File: src/rtl/vdp_vram_arbiter.sv
// Single-port VRAM arbiter: display fetches, queued CPU writes and one outstanding CPU read.
// Define VDP_ARB_READ_FWD_EN to serve pending CPU reads from the write queue when they hit.
module vdp_vram_arbiter (
    input  logic        clk,
    input  logic        rst,
    input  logic        vga_req,
    input  logic [13:0] vga_addr,
    output logic        vga_rvalid,
    output logic [7:0]  vga_rdata,
    input  logic        io_we,
    input  logic        io_re,
    input  logic [13:0] io_addr,
    input  logic [7:0]  io_wdata,
    output logic        io_rd_busy,
    output logic        io_rvalid,
    output logic [7:0]  io_rdata,
    output logic        io_wr_full,
    output logic        io_wr_ovf,
    input  logic        screen_busy,
    output logic        ram_en,
    output logic        ram_we,
    output logic [13:0] ram_addr,
    output logic [7:0]  ram_wdata,
    input  logic [7:0]  ram_rdata
);
    typedef enum logic [1:0] {GntIdle, GntVga, GntRd, GntWr} grant_e;

    grant_e      grant_d, grant_q;
    logic [13:0] fifo_addr_q [4];
    logic [7:0]  fifo_data_q [4];
    logic [1:0]  wr_ptr_q, rd_ptr_q;
    logic [2:0]  count_q;
    logic        rd_busy_q;
    logic [13:0] rd_addr_q;
    logic        ovf_q;
    logic        vga_rvalid_q, io_rvalid_q;
    logic [7:0]  vga_rdata_q, io_rdata_q;

    logic        rd_pending, rd_eligible, fwd_hit;
    logic [7:0]  fwd_data;
    logic        push, pop;

    // A read already granted last cycle must not be granted again while its data is in flight.
    assign rd_pending = rd_busy_q && (grant_q != GntRd);

`ifdef VDP_ARB_READ_FWD_EN
    always_comb begin
        logic [1:0] idx;
        fwd_hit  = 1'b0;
        fwd_data = '0;
        idx      = '0;
        // Walk oldest to youngest so the last match wins.
        for (int unsigned i = 0; i < 4; i++) begin
            idx = rd_ptr_q + 2'(i);
            if ((3'(i) < count_q) && (fifo_addr_q[idx] == rd_addr_q)) begin
                fwd_hit  = rd_pending;
                fwd_data = fifo_data_q[idx];
            end
        end
    end
    assign rd_eligible = rd_pending && !fwd_hit;
`else
    assign fwd_hit     = 1'b0;
    assign fwd_data    = '0;
    assign rd_eligible = rd_pending && (count_q == 3'd0);
`endif

    always_comb begin
        grant_d = GntIdle;
        if (vga_req) begin
            grant_d = GntVga;
        end else if (rd_eligible && !screen_busy) begin
            grant_d = GntRd;
        end else if ((count_q != 3'd0) && !screen_busy) begin
            grant_d = GntWr;
        end
    end

    assign pop  = (grant_d == GntWr);
    assign push = io_we && ((count_q != 3'd4) || pop);

    always_comb begin
        ram_en    = 1'b0;
        ram_we    = 1'b0;
        ram_addr  = vga_addr;
        ram_wdata = fifo_data_q[rd_ptr_q];
        if (!rst) begin
            unique case (grant_d)
                GntVga: ram_en = 1'b1;
                GntRd: begin
                    ram_en   = 1'b1;
                    ram_addr = rd_addr_q;
                end
                GntWr: begin
                    ram_en   = 1'b1;
                    ram_we   = 1'b1;
                    ram_addr = fifo_addr_q[rd_ptr_q];
                end
                default: ;
            endcase
        end
    end

    always_ff @(posedge clk) begin
        if (rst) begin
            grant_q      <= GntIdle;
            wr_ptr_q     <= '0;
            rd_ptr_q     <= '0;
            count_q      <= '0;
            rd_busy_q    <= 1'b0;
            rd_addr_q    <= '0;
            ovf_q        <= 1'b0;
            vga_rvalid_q <= 1'b0;
            io_rvalid_q  <= 1'b0;
            vga_rdata_q  <= '0;
            io_rdata_q   <= '0;
        end else begin
            grant_q <= grant_d;
            if (push) begin
                fifo_addr_q[wr_ptr_q] <= io_addr;
                fifo_data_q[wr_ptr_q] <= io_wdata;
                wr_ptr_q              <= wr_ptr_q + 2'd1;
            end
            if (pop) begin
                rd_ptr_q <= rd_ptr_q + 2'd1;
            end
            count_q <= count_q + 3'(push) - 3'(pop);
            if (io_we && !push) begin
                ovf_q <= 1'b1;
            end

            // RAM data for last cycle's grant is valid now; present it next cycle.
            vga_rvalid_q <= (grant_q == GntVga);
            if (grant_q == GntVga) begin
                vga_rdata_q <= ram_rdata;
            end

            io_rvalid_q <= 1'b0;
            if (grant_q == GntRd) begin
                io_rvalid_q <= 1'b1;
                io_rdata_q  <= ram_rdata;
                rd_busy_q   <= 1'b0;
            end else if (fwd_hit) begin
                io_rvalid_q <= 1'b1;
                io_rdata_q  <= fwd_data;
                rd_busy_q   <= 1'b0;
            end else if (io_re && !rd_busy_q) begin
                rd_busy_q <= 1'b1;
                rd_addr_q <= io_addr;
            end
        end
    end

    assign vga_rvalid = vga_rvalid_q;
    assign vga_rdata  = vga_rdata_q;
    assign io_rvalid  = io_rvalid_q;
    assign io_rdata   = io_rdata_q;
    assign io_rd_busy = rd_busy_q;
    assign io_wr_full = (count_q == 3'd4);
    assign io_wr_ovf  = ovf_q;

endmodule

File: config.mk
export PLATFORM = sky130hd
export DESIGN_NAME = vdp_vram_arbiter
export DESIGN_NICKNAME = d
export VERILOG_FILES = /design/src/rtl/vdp_vram_arbiter.sv
export SDC_FILE = /design/constraint.sdc
export NUM_CORES = 1
export LEC_CHECK = 0
export ABC_AREA = 1
export BUFFER_PORTS_ARGS = -buffer_cell sky130_fd_sc_hd__buf_4
export CAP_MARGIN = 20
export CORE_ASPECT_RATIO = 0.9
export CORE_MARGIN = 4
export CORE_UTILIZATION = 30
export DETAILED_ROUTE_END_ITERATION = 12
export MAX_ROUTING_LAYER = met4
export PLACE_DENSITY_LB_ADDON = 0.12
export SYNTH_ARGS = -nofsm -noshare
export SYNTH_HDL_FRONTEND = slang
export SYNTH_SLANG_ARGS = --single-unit
export TNS_END_PERCENT = 20
File: constraint.sdc
create_clock -name clk -period 2.8 [get_ports clk]
set_clock_uncertainty 0.15 [all_clocks]
set_input_delay 0.14 -clock clk [delete_from_list [all_inputs] [get_ports clk]]
set_output_delay 0.14 -clock clk [all_outputs]
set_load 0.03 [all_outputs]
==> flow_metrics.py <==
metrics = {
    "floorplan": {
        "core_area_um2": 17670,
        "die_x_um": 149.4,
        "die_h_um": 135.2,
        "die-area_um2": 20200,
        "rows": 46,
        "io_pins": 95,
        "start_util": 0.3053,
    },
    "layout": {
        "insertedDiodeCount": 0,
        "layout-drive-gt1-share": 0.2275,
        "num-nets-final": 711,
        "multi_input_area_um2": 1549,
        "area_growth_pct": 34.90,
        "fillers": 1755,
        "ff_latch_area_um2": 3543,
    },
    "clock_tree": {
        "cts.clk_slew.worst_paths_ps": 60,
        "cts_buffers": 17,
        "cts_buffer_depth": 2,
        "cts.sinks": 133,
        "cts_tree": "done",
        "cts_max_level": 4,
        "cts_resized": 0,
        "insertion_delay_ps": 410,
        "root_buffer": "clkbuf_16",
    },
    "yosys": {
        "avgSynthCellArea_um2": 10.38,
        "synth_seq_cells": 133,
        "yosysSeqAreaShare": 0.6568,
        "yosys_warnings": 0,
        "ys_types": 31,
        "netlist_instances": 520,
        "netlist_area_um2": 5395,
        "syn-num-nets": 576,
    },
    "detailed_routing": {
        "wl_met2_mm": 6.718,
        "ant_nets": 0,
        "wirelength_mm": 13.94,
        "via_per_inst": 4.532,
        "routed-wl-met3_um": 593,
        "top_layer": "met4",
        "wl_met1_mm": 6.406,
        "firstDrtPassIters": 5,
        "vias": 4115,
        "avgRoutedWirePerCell_um": 15.35,
        "drc_errors": 0,
        "drtIter0Drc": 237,
    },
    "power_and_ir_drop": {
        "power_uw": 5506,
        "ir_worst_vdd_v": 0.0004623,
        "p_leak_uw": 0.002912,
        "power-per-cell-area_nw_per_um2": 756.4,
    },
    "sta": {
        "hold_viol_final": 0,
        "relSlewSlack": 0.3751,
        "finalSetupViolations": 0,
        "tightest_slew_ps": 933.9,
        "min_period_ps": 2491,
        "fin_tns_setup_ps": 0,
        "whs_ps": 75.61,
        "drv_slew": 0,
        "post-route-period-util": 0.8895,
        "rsz0062_at_grt": "false",
        "fmax_mhz": 401.5,
    },
    "critical_path": {
        "r2r_slack_ps": 630,
        "path_class": "primary input to primary output",
        "crit_start": "vga_req",
        "reg2reg_depth": 11,
        "endpoint_kind": "primary output",
        "critPathArrivalTime_ps": 2200,
        "cp.required_ps": 2510,
        "critPathMaxFanout": 16,
        "start_kind": "primary input",
        "worst_r2r_startpoint": "count_q[2]$_SDFF_PP0_",
        "rr_endpoint": "count_q[1]$_SDFF_PP0_",
        "crit_path_end": "ram_addr[2]",
    },
    "outcome": {
        "status": "completed",
    },
    "run": {
        "max_cap_violations": 0,
    },
    "hold_path": {
        "hold_class": "primary input to flop",
    },
    "global_routing": {
        "overflow": 0,
        "track_usage": 0.1465,
        "grt_max_degree": 45,
        "grt_pass1_wl_mm": 21.83,
        "antenna_found_initial": 0,
        "grt_pass1_vias": 4049,
    },
    "place": {
        "gp_congestion": 0.7660,
        "dp_hpwl_mm": 8.904,
        "port-buffer-count": 94,
    },
}
-- placed cells by master, fill, tap and decap left out, drive strengths merged --
master and count:
nand4 12, ha 5, fa 1, clkbuf 21, or2 1, buf 106, o22ai 8, clkinv 6
nand3b 2, dfxtp 45, o21a 1, nand2 62, nand3 49, xnor2 1, dlygate4sd3 36, nor2 86
a21oi 12, nor3 3, a31oi 1, o21ai 71, inv 47, edfxtp 88, clkinvlp 4
-- flip-flops by register name, summed over array words and instances, names as in the netlist, 2 cells and up, named ones only --
name / cells
count_q: 3
fifo_addr_q: 56
fifo_data_q: 32
grant_q: 2
io_rdata: 8
rd_addr_q: 14
rd_ptr_q: 2
vga_rdata: 8
wr_ptr_q: 2
-- routing by layer --
metal,up-vias,GRT usage
met1,1949,0.1931
met5,-,-
met3,20,0.03078
met4,0,0.05338
met2,96,0.2246
li1,2050,-
-- cell usage after synthesis --
library cell  count  share of area
nor3_4            1         0.0030
nand3_4           1         0.0032
nand2_2           3         0.0035
or2_1             1         0.0012
buf_1             1        0.00070
o21a_1            1         0.0014
nor2_1           82          0.057
buf_6             1         0.0021
edfxtp_1         88           0.49
clkbuf_2          1        0.00093
clkbuf_1          6         0.0042
nand2_1          59          0.041
a31oi_1           1         0.0012
inv_2             4         0.0028
buf_4             5         0.0070
dfxtp_1          45           0.17
o22ai_1           8         0.0093
nor2_4            3         0.0063
o21ai_1           1        0.00093
nand4_1          12          0.014
xnor2_1           1         0.0016
inv_1            42          0.029
a21oi_1          12          0.011
nand3b_1          2         0.0028
ha_1              5          0.012
buf_2            12          0.011
nor3_1            2         0.0019
o21ai_0          70          0.065
nand3_1          48          0.045
fa_1              1         0.0037
nor2_2            1         0.0012
-- logic make-up (layout without fill, tap and decap cells) --
kind of cell / count (synthesis) / in the layout / synth area share
AOI/OAI and AO/OA: 93 / 93 / 0.08882
adders and majority gates: 6 / 6 / 0.01531
and+or+nand+nor: 215 / 215 / 0.1795
buffers and inverters: 72 / 220 / 0.05798
xor gates and xnor gates: 1 / 1 / 0.001624
DFF: 133 / 133 / 0.6568
-- layout make-up --
| class | instances | share of cell area |
|---|---|---|
| clock buffers | 21 | 0.06619 |
| inverters | 46 | 0.02372 |
| repair buffers | 142 | 0.1588 |
| clock inverters | 11 | 0.01031 |
| flip-flops and latches | 133 | 0.4868 |
| well taps | 240 | 0.04126 |
| multi-input cells | 315 | 0.2128 |
-- worst min-delay path by stage --
stage,start,to,slack [ps],cells after the start
CTS,screen_busy,io_wr_ovf$_SDFFE_PP0P_,60,5
global route,screen_busy,io_wr_ovf$_SDFFE_PP0P_,120,5
floorplan,io_addr[0],fifo_addr_q[0][0]$_DFFE_PP_,90,0
global placement,io_wdata[6],fifo_data_q[3][6]$_DFFE_PP_,190,1
finish,screen_busy,io_wr_ovf$_SDFFE_PP0P_,80,5
detailed placement,io_wdata[6],fifo_data_q[1][6]$_DFFE_PP_,200,1
-- stage by stage --
| stage | cells | setup WS [ps] | area (um^2) | utilization |
|---|---|---|---|---|
| CTS | 906 | 207.8 | 7263 | 0.4111 |
| global placement | 838 | 710.0 | 6346 | 0.3592 |
| detailed placement | 838 | 618.2 | 6346 | 0.3592 |
| finish | 908 | 309.3 | 7278 | 0.4119 |
| global route | 908 | 151.9 | 7278 | 0.4119 |
| floorplan | 520 | 301.6 | 5395 | - |
-- power breakdown --
group / switching [uW] / internal [uW] / leakage, uW
combinational: 757 / 396 / 0.00148
sequential: 69.7 / 2250 / 0.00117
clock: 806 / 1230 / 0.000262
-- repair_timing --
item | in CTS | in global routing
endpoints found under the setup margin | 0 | 1
hold buffers | 36 | 0
hold endpoints to repair | 127 | 0
setup buffers | 0 | 2
-- critical path: stages --
cell and delay, ps:
dlygate4sd3_1 540, buf_4 140, nor2_1 250, nand3_4 260, inv_1 430, nand3_1 120
nand3_1 130, buf_4 180
No activity file was read; power rests on OpenSTA's default activity.
